File: config.mk
export PLATFORM = sky130hd
export DESIGN_NAME = sdrc_wb_arbiter
export DESIGN_NICKNAME = d
export VERILOG_FILES = /design/src/rtl/sdrc_arb_pkg.sv /design/src/rtl/sdrc_wb_arbiter_rr_pick.sv /design/src/rtl/sdrc_wb_arbiter.sv
export SDC_FILE = /design/constraint.sdc
export NUM_CORES = 1
export LEC_CHECK = 0
export CAP_MARGIN = 20
export CORE_AREA = 2 2 160 162
export CTS_CLUSTER_SIZE = 20
export DETAILED_ROUTE_END_ITERATION = 6
export DIE_AREA = 0 0 162 164
export GPL_TIMING_DRIVEN = 0
export REMOVE_ABC_BUFFERS = 1
export SYNTH_ARGS = -nofsm -noshare
export SYNTH_HDL_FRONTEND = slang
export SYNTH_SLANG_ARGS = --single-unit
File: constraint.sdc
create_clock -name sys_clk -period 3.39 [get_ports sys_clk]
set_input_delay 0.678 -clock sys_clk [delete_from_list [all_inputs] [get_ports sys_clk]]
set_output_delay 0.678 -clock sys_clk [all_outputs]
set_load 0.01 [all_outputs]
File: src/rtl/sdrc_arb_pkg.sv
// Shared types and helpers for the SDRAM-controller Wishbone arbiter.
package sdrc_arb_pkg;

    // Arbiter ownership state: IDLE = no owner, BUSY = one master owns the slave port.
    typedef enum logic {
        ARB_IDLE = 1'b0,
        ARB_BUSY = 1'b1
    } arb_state_e;

    // Wishbone cycle type identifiers. The arbiter forwards cti untouched;
    // bursts stay atomic because release only looks at cyc.
    localparam logic [2:0] CTI_CLASSIC = 3'b000;
    localparam logic [2:0] CTI_INCR    = 3'b010;
    localparam logic [2:0] CTI_EOB     = 3'b111;

    // Widest master count the arbiter supports.
    localparam int MAX_M = 8;

    // Round-robin pick: first requesting index searching last+1, last+2, ...
    // modulo num_m. Returns 0 when nothing requests; callers qualify with |req.
    function automatic int rr_pick(input logic [MAX_M-1:0] req,
                                   input int              last,
                                   input int              num_m);
        int pick;
        int idx;
        pick = 0;
        // Walk from the farthest candidate back to the nearest so the nearest wins.
        for (int i = num_m; i >= 1; i--) begin
            idx = (last + i) % num_m;
            if (req[idx]) begin
                pick = idx;
            end
        end
        return pick;
    endfunction

endpackage

File: src/rtl/sdrc_wb_arbiter_rr_pick.sv
// Combinational round-robin priority encoder over NUM_M request lines.
module sdrc_rr_pick
    import sdrc_arb_pkg::*;
#(
    parameter int NUM_M = 4,
    parameter int IW    = 2
) (
    input  logic [NUM_M-1:0] req_i,
    input  logic [IW-1:0]    last_i,
    output logic [IW-1:0]    idx_o,
    output logic             valid_o
);

    logic [MAX_M-1:0] req_ext;

    // Widen the request vector and pick the next requester after last_i.
    always_comb begin
        req_ext                = '0;
        req_ext[NUM_M-1:0]     = req_i;
        idx_o                  = IW'(rr_pick(req_ext, int'(last_i), NUM_M));
        valid_o                = |req_i;
    end

endmodule

File: src/rtl/sdrc_wb_arbiter.sv
// Round-robin Wishbone arbiter sharing the sdrc_top slave port between NUM_M
// masters. Ownership lasts for a whole Wishbone cycle (cyc high), so bursts
// are never split. A hold watchdog flags a granted cycle that stalls too long.
//
// Handshake: a master presents a request with cyc&stb; it is served only while
// it owns the port, and each beat completes on the cycle its ack is high.
// Non-owners see ack low and simply hold their request.
module sdrc_wb_arbiter
    import sdrc_arb_pkg::*;
#(
    parameter int NUM_M  = 4,
    parameter int APP_AW = 26,
    parameter int APP_DW = 32,
    parameter int TO_CYC = 1024
) (
    input  logic                         sys_clk,
    input  logic                         resetn,
    input  logic [NUM_M-1:0]             m_cyc_i,
    input  logic [NUM_M-1:0]             m_stb_i,
    input  logic [NUM_M-1:0]             m_we_i,
    input  logic [NUM_M*APP_AW-1:0]      m_addr_i,
    input  logic [NUM_M*APP_DW-1:0]      m_dat_i,
    input  logic [NUM_M*(APP_DW/8)-1:0]  m_sel_i,
    input  logic [NUM_M*3-1:0]           m_cti_i,
    output logic [NUM_M-1:0]             m_ack_o,
    output logic [APP_DW-1:0]            m_dat_o,
    output logic                         s_cyc_o,
    output logic                         s_stb_o,
    output logic                         s_we_o,
    output logic [APP_AW-1:0]            s_addr_o,
    output logic [APP_DW-1:0]            s_dat_o,
    output logic [APP_DW/8-1:0]          s_sel_o,
    output logic [2:0]                   s_cti_o,
    input  logic                         s_ack_i,
    input  logic [APP_DW-1:0]            s_dat_i,
    output logic [NUM_M-1:0]             grant_o,
    output logic                         busy_o,
    output logic                         timeout_o
);

    localparam int IW = (NUM_M > 1) ? $clog2(NUM_M) : 1;
    localparam int SW = APP_DW / 8;
    localparam int CW = $clog2(TO_CYC + 1);

    arb_state_e        state_q, state_d;
    logic [IW-1:0]     grant_q, grant_d;
    logic [IW-1:0]     last_q, last_d;
    logic [CW-1:0]     wd_q, wd_d;
    logic              timeout_q, timeout_d;

    logic [NUM_M-1:0]  req;
    logic [IW-1:0]     pick_idx;
    logic              pick_valid;
    logic              own_cyc;

    assign req = m_cyc_i & m_stb_i;

    sdrc_rr_pick #(
        .NUM_M (NUM_M),
        .IW    (IW)
    ) u_pick (
        .req_i   (req),
        .last_i  (last_q),
        .idx_o   (pick_idx),
        .valid_o (pick_valid)
    );

    // cyc of the current owner; decides when ownership ends.
    always_comb begin
        own_cyc = 1'b0;
        for (int k = 0; k < NUM_M; k++) begin
            if (grant_q == IW'(k)) begin
                own_cyc = m_cyc_i[k];
            end
        end
    end

    // Next-state: grant on request in IDLE, release on owner cyc low, watchdog.
    always_comb begin
        state_d   = state_q;
        grant_d   = grant_q;
        last_d    = last_q;
        wd_d      = wd_q;
        timeout_d = timeout_q;
        case (state_q)
            ARB_IDLE: begin
                if (pick_valid) begin
                    state_d = ARB_BUSY;
                    grant_d = pick_idx;
                    wd_d    = '0;
                end
            end
            ARB_BUSY: begin
                // Any ack proves the slave is alive; otherwise count, saturating.
                if (s_ack_i) begin
                    wd_d = '0;
                end else if (wd_q < CW'(TO_CYC)) begin
                    wd_d = wd_q + CW'(1);
                end
                // An ack arriving with cyc low still reaches the owner via the
                // output mux; the release happens on this same edge.
                if (!own_cyc) begin
                    state_d = ARB_IDLE;
                    last_d  = grant_q;
                end
            end
            default: begin
                state_d = ARB_IDLE;
            end
        endcase
        if (wd_d == CW'(TO_CYC)) begin
            timeout_d = 1'b1;
        end
    end

    // State, ownership and watchdog registers; async reset makes master 0 win first.
    always_ff @(posedge sys_clk or negedge resetn) begin
        if (!resetn) begin
            state_q   <= ARB_IDLE;
            grant_q   <= '0;
            last_q    <= IW'(NUM_M - 1);
            wd_q      <= '0;
            timeout_q <= 1'b0;
        end else begin
            state_q   <= state_d;
            grant_q   <= grant_d;
            last_q    <= last_d;
            wd_q      <= wd_d;
            timeout_q <= timeout_d;
        end
    end

    // Slave-side mux and ack routing; everything is quiet while IDLE.
    always_comb begin
        s_cyc_o  = 1'b0;
        s_stb_o  = 1'b0;
        s_we_o   = 1'b0;
        s_addr_o = '0;
        s_dat_o  = '0;
        s_sel_o  = '0;
        s_cti_o  = CTI_CLASSIC;
        grant_o  = '0;
        m_ack_o  = '0;
        if (state_q == ARB_BUSY) begin
            for (int k = 0; k < NUM_M; k++) begin
                if (grant_q == IW'(k)) begin
                    s_cyc_o    = m_cyc_i[k];
                    s_stb_o    = m_stb_i[k];
                    s_we_o     = m_we_i[k];
                    s_addr_o   = m_addr_i[k*APP_AW +: APP_AW];
                    s_dat_o    = m_dat_i[k*APP_DW +: APP_DW];
                    s_sel_o    = m_sel_i[k*SW +: SW];
                    s_cti_o    = m_cti_i[k*3 +: 3];
                    grant_o[k] = 1'b1;
                    m_ack_o[k] = s_ack_i;
                end
            end
        end
    end

    assign m_dat_o   = s_dat_i;
    assign busy_o    = (state_q == ARB_BUSY);
    assign timeout_o = timeout_q;

endmodule

==> metrics.csv <==
metric;value;unit
leakage;0.00260;uW
area_growth;109;%
dr.pass1.iters;4;
antenna_found_initial;5;
via_per_inst;4.26;
synth_edf_count;0;
min_period_over_period;0.921;
cts_buffers;3;
drc;0;
synth_area_leaders;mux4_2 44%, and2_1 12%, dfrtp_1 11%, buf_4 7.4%, clkbuf_1 1.7%;
fmax;320;MHz
grt-ovfl-total;0;
grt_pass1_wl;28.8;mm
slew_viol_final;0;
critPathKind;flip-flop to primary output;
nNetsFinal;936;
vdd_drop_max;289;uV
worstPathRequired;2.71;ns
final_antenna_net_count;0;
synthFlopType;dfrtp_1;
grt_max_degree;52;
die_area;0.0266;mm2
netlist_instances;326;
die_w;162;um
initial_core_util;0.140;
start_kind;flip-flop;
cts_htree_levels;1;
synth_cell_types;51;
synth_fa_ha_area_frac;0.00361;
status;completed;
ios;417;
layout_common_cells;352 x clkdlybuf4s50_1, 68 x mux4_2, 68 x and2_1;
finalSetupViolations;0;
core_area;0.0248;mm2
clkTransAtPathRegs;0.06;ns
tightestPinTransition;0.814;ns
power_density;622;mW/mm2
critPathArrivalTime;2.45;ns
yosysTopAreaCellShare;0.442;
drt_iter0_drc;212;
rrSetupSlack;0.78;ns
port_buffers;352;
place.gp.congestion;0.795;
synth_xor_area_frac;0.00253;
postRouteWirelength;21.1;mm
rsz0062_at_grt;false;
syn_avg_cell_area;10.6;um2
yosys-mux-area-fraction;0.448;
async_flop_share;1.00;
wl_per_cell;22.0;um
whs;0.486;ns
cts_num_sinks;17;
clock_path_buffers;2;
synth.cell_area;0.00347;mm2
die_h;164;um
grt_use_total;0.147;
crit_path_end_kind;primary output;
ys_warn_count;0;
fin_crit;3.12;ns
grt_pass1_vias;4186;
num_vias;4086;
layout_commonest_cell;clkdlybuf4s50_1;
maxCapViolations;0;
cts_tree;yes;
clk-insertion-delay-late;0.25;ns
cts_root_buffer;clkbuf_16;
fin_tns_setup;0;ns
drive_gt1_frac;0.148;
post-synth-top-area-cell;mux4_2;
rows;58;
synth_compound_area_frac;0.0856;
cp_max_fo;51;
hold_viol;0;
ys_seq_area_frac;0.123;
clock_skew;0.00389;ns
ctsResizeCount;0;
slew_headroom;0.456;
synthSimpleGateAreaFrac;0.219;
synth-seq-cells;17;
dpl.hpwl;17.7;mm
worstHoldPathType;flip-flop to flip-flop;
synth_top_family_by_area;multiplexers;
[where the power goes]
part / internal, uW / switching, uW / leakage, uW
logic: 2300 / 1500 / 0.00235
registers: 261 / 198 / 0.000213
clock network: 159 / 88.5 / 0.0000371
[flip-flops by register name, indices dropped and copies added, names as in the netlist]
register   flops
last_q         2
busy_o         1
wd_q          11
grant_q        2
timeout_o      1
[repair_timing]
action	4_1_cts	5_1_grt
pin swaps	0	0
hold buffers	0	0
setup endpoints to repair	45	7
buffers inserted	1	3
[worst paths after layout]
check,startpoint,depth (start not counted),endpoint
worst max-delay path,grant_q[1]$_DFFE_PN0P_,4,s_dat_o[31]
worst min-delay path,timeout_o$_DFFE_PN0N_,2,timeout_o$_DFFE_PN0N_
worst max register to register,busy_o$_DFF_PN0_,5,timeout_o$_DFFE_PN0N_
worst min register to register,timeout_o$_DFFE_PN0N_,2,timeout_o$_DFFE_PN0N_
max in group asynchronous,resetn,1,grant_q[1]$_DFFE_PN0P_
min in group asynchronous,resetn,1,wd_q[1]$_DFF_PN0_
[layout make-up]
cell class	count	area [um2]
diodes	2	5.00
clock buffers	3	75.1
clock inverters	1	7.51
fillers	2563	17600
inverters	5	18.8
multi-input cells	241	2630
flip-flops and latches	17	437
well taps	330	413
repair buffers	360	3650
[critical path, cell delays in order (launching register included)]
cell and delay (ns):
dfrtp_4 0.70, buf_16 0.31, mux4_2 0.44, and2_1 0.20, clkdlybuf4s50_1 0.48
[logic make-up after synthesis]
family	count (synthesis)
compound gates	43
xor+xnor	1
fa+ha+maj	1
buf+inv	68
flops	17
mux	70
simple gates	126
[routing by layer]
layer	global-route usage	wire, um	vias to the layer above
met2	0.231	9610	242
met3	0.0846	3010	12
met1	0.184	8420	1981
met4	0.0109	78	4
li1	-	-	1847
met5	0	26	-
[per-stage QoR]
stage / total power (uW) / std cells / utilization / setup WS (ns) / cell area (um2)
3_3_place_gp: 4290 / 945 / 0.283 / -3.13 / 7020
4_1_cts: 4560 / 954 / 0.290 / 0.00460 / 7210
3_5_place_dp: 4230 / 949 / 0.286 / 0.0956 / 7110
2_1_floorplan: 2370 / 263 / - / -0.940 / 3080
5_1_grt: 4790 / 957 / 0.291 / 0.174 / 7230
6_report: 4500 / 959 / 0.292 / 0.267 / 7240
[synth_stat cells (3+ instances only)]
master	instances
nor3_1	7
nand2_1	12
a21oi_1	9
a22o_1	3
nor4_1	5
dfrtp_1	15
a31oi_1	5
buf_1	5
buf_2	6
and2_1	68
mux4_2	68
inv_1	5
clkbuf_1	16
buf_4	34
nand3_1	4
nor2_1	12
nor2b_1	3
o21ai_0	9
nand2b_1	3
Note: power is estimated with default switching activity, not from simulation.
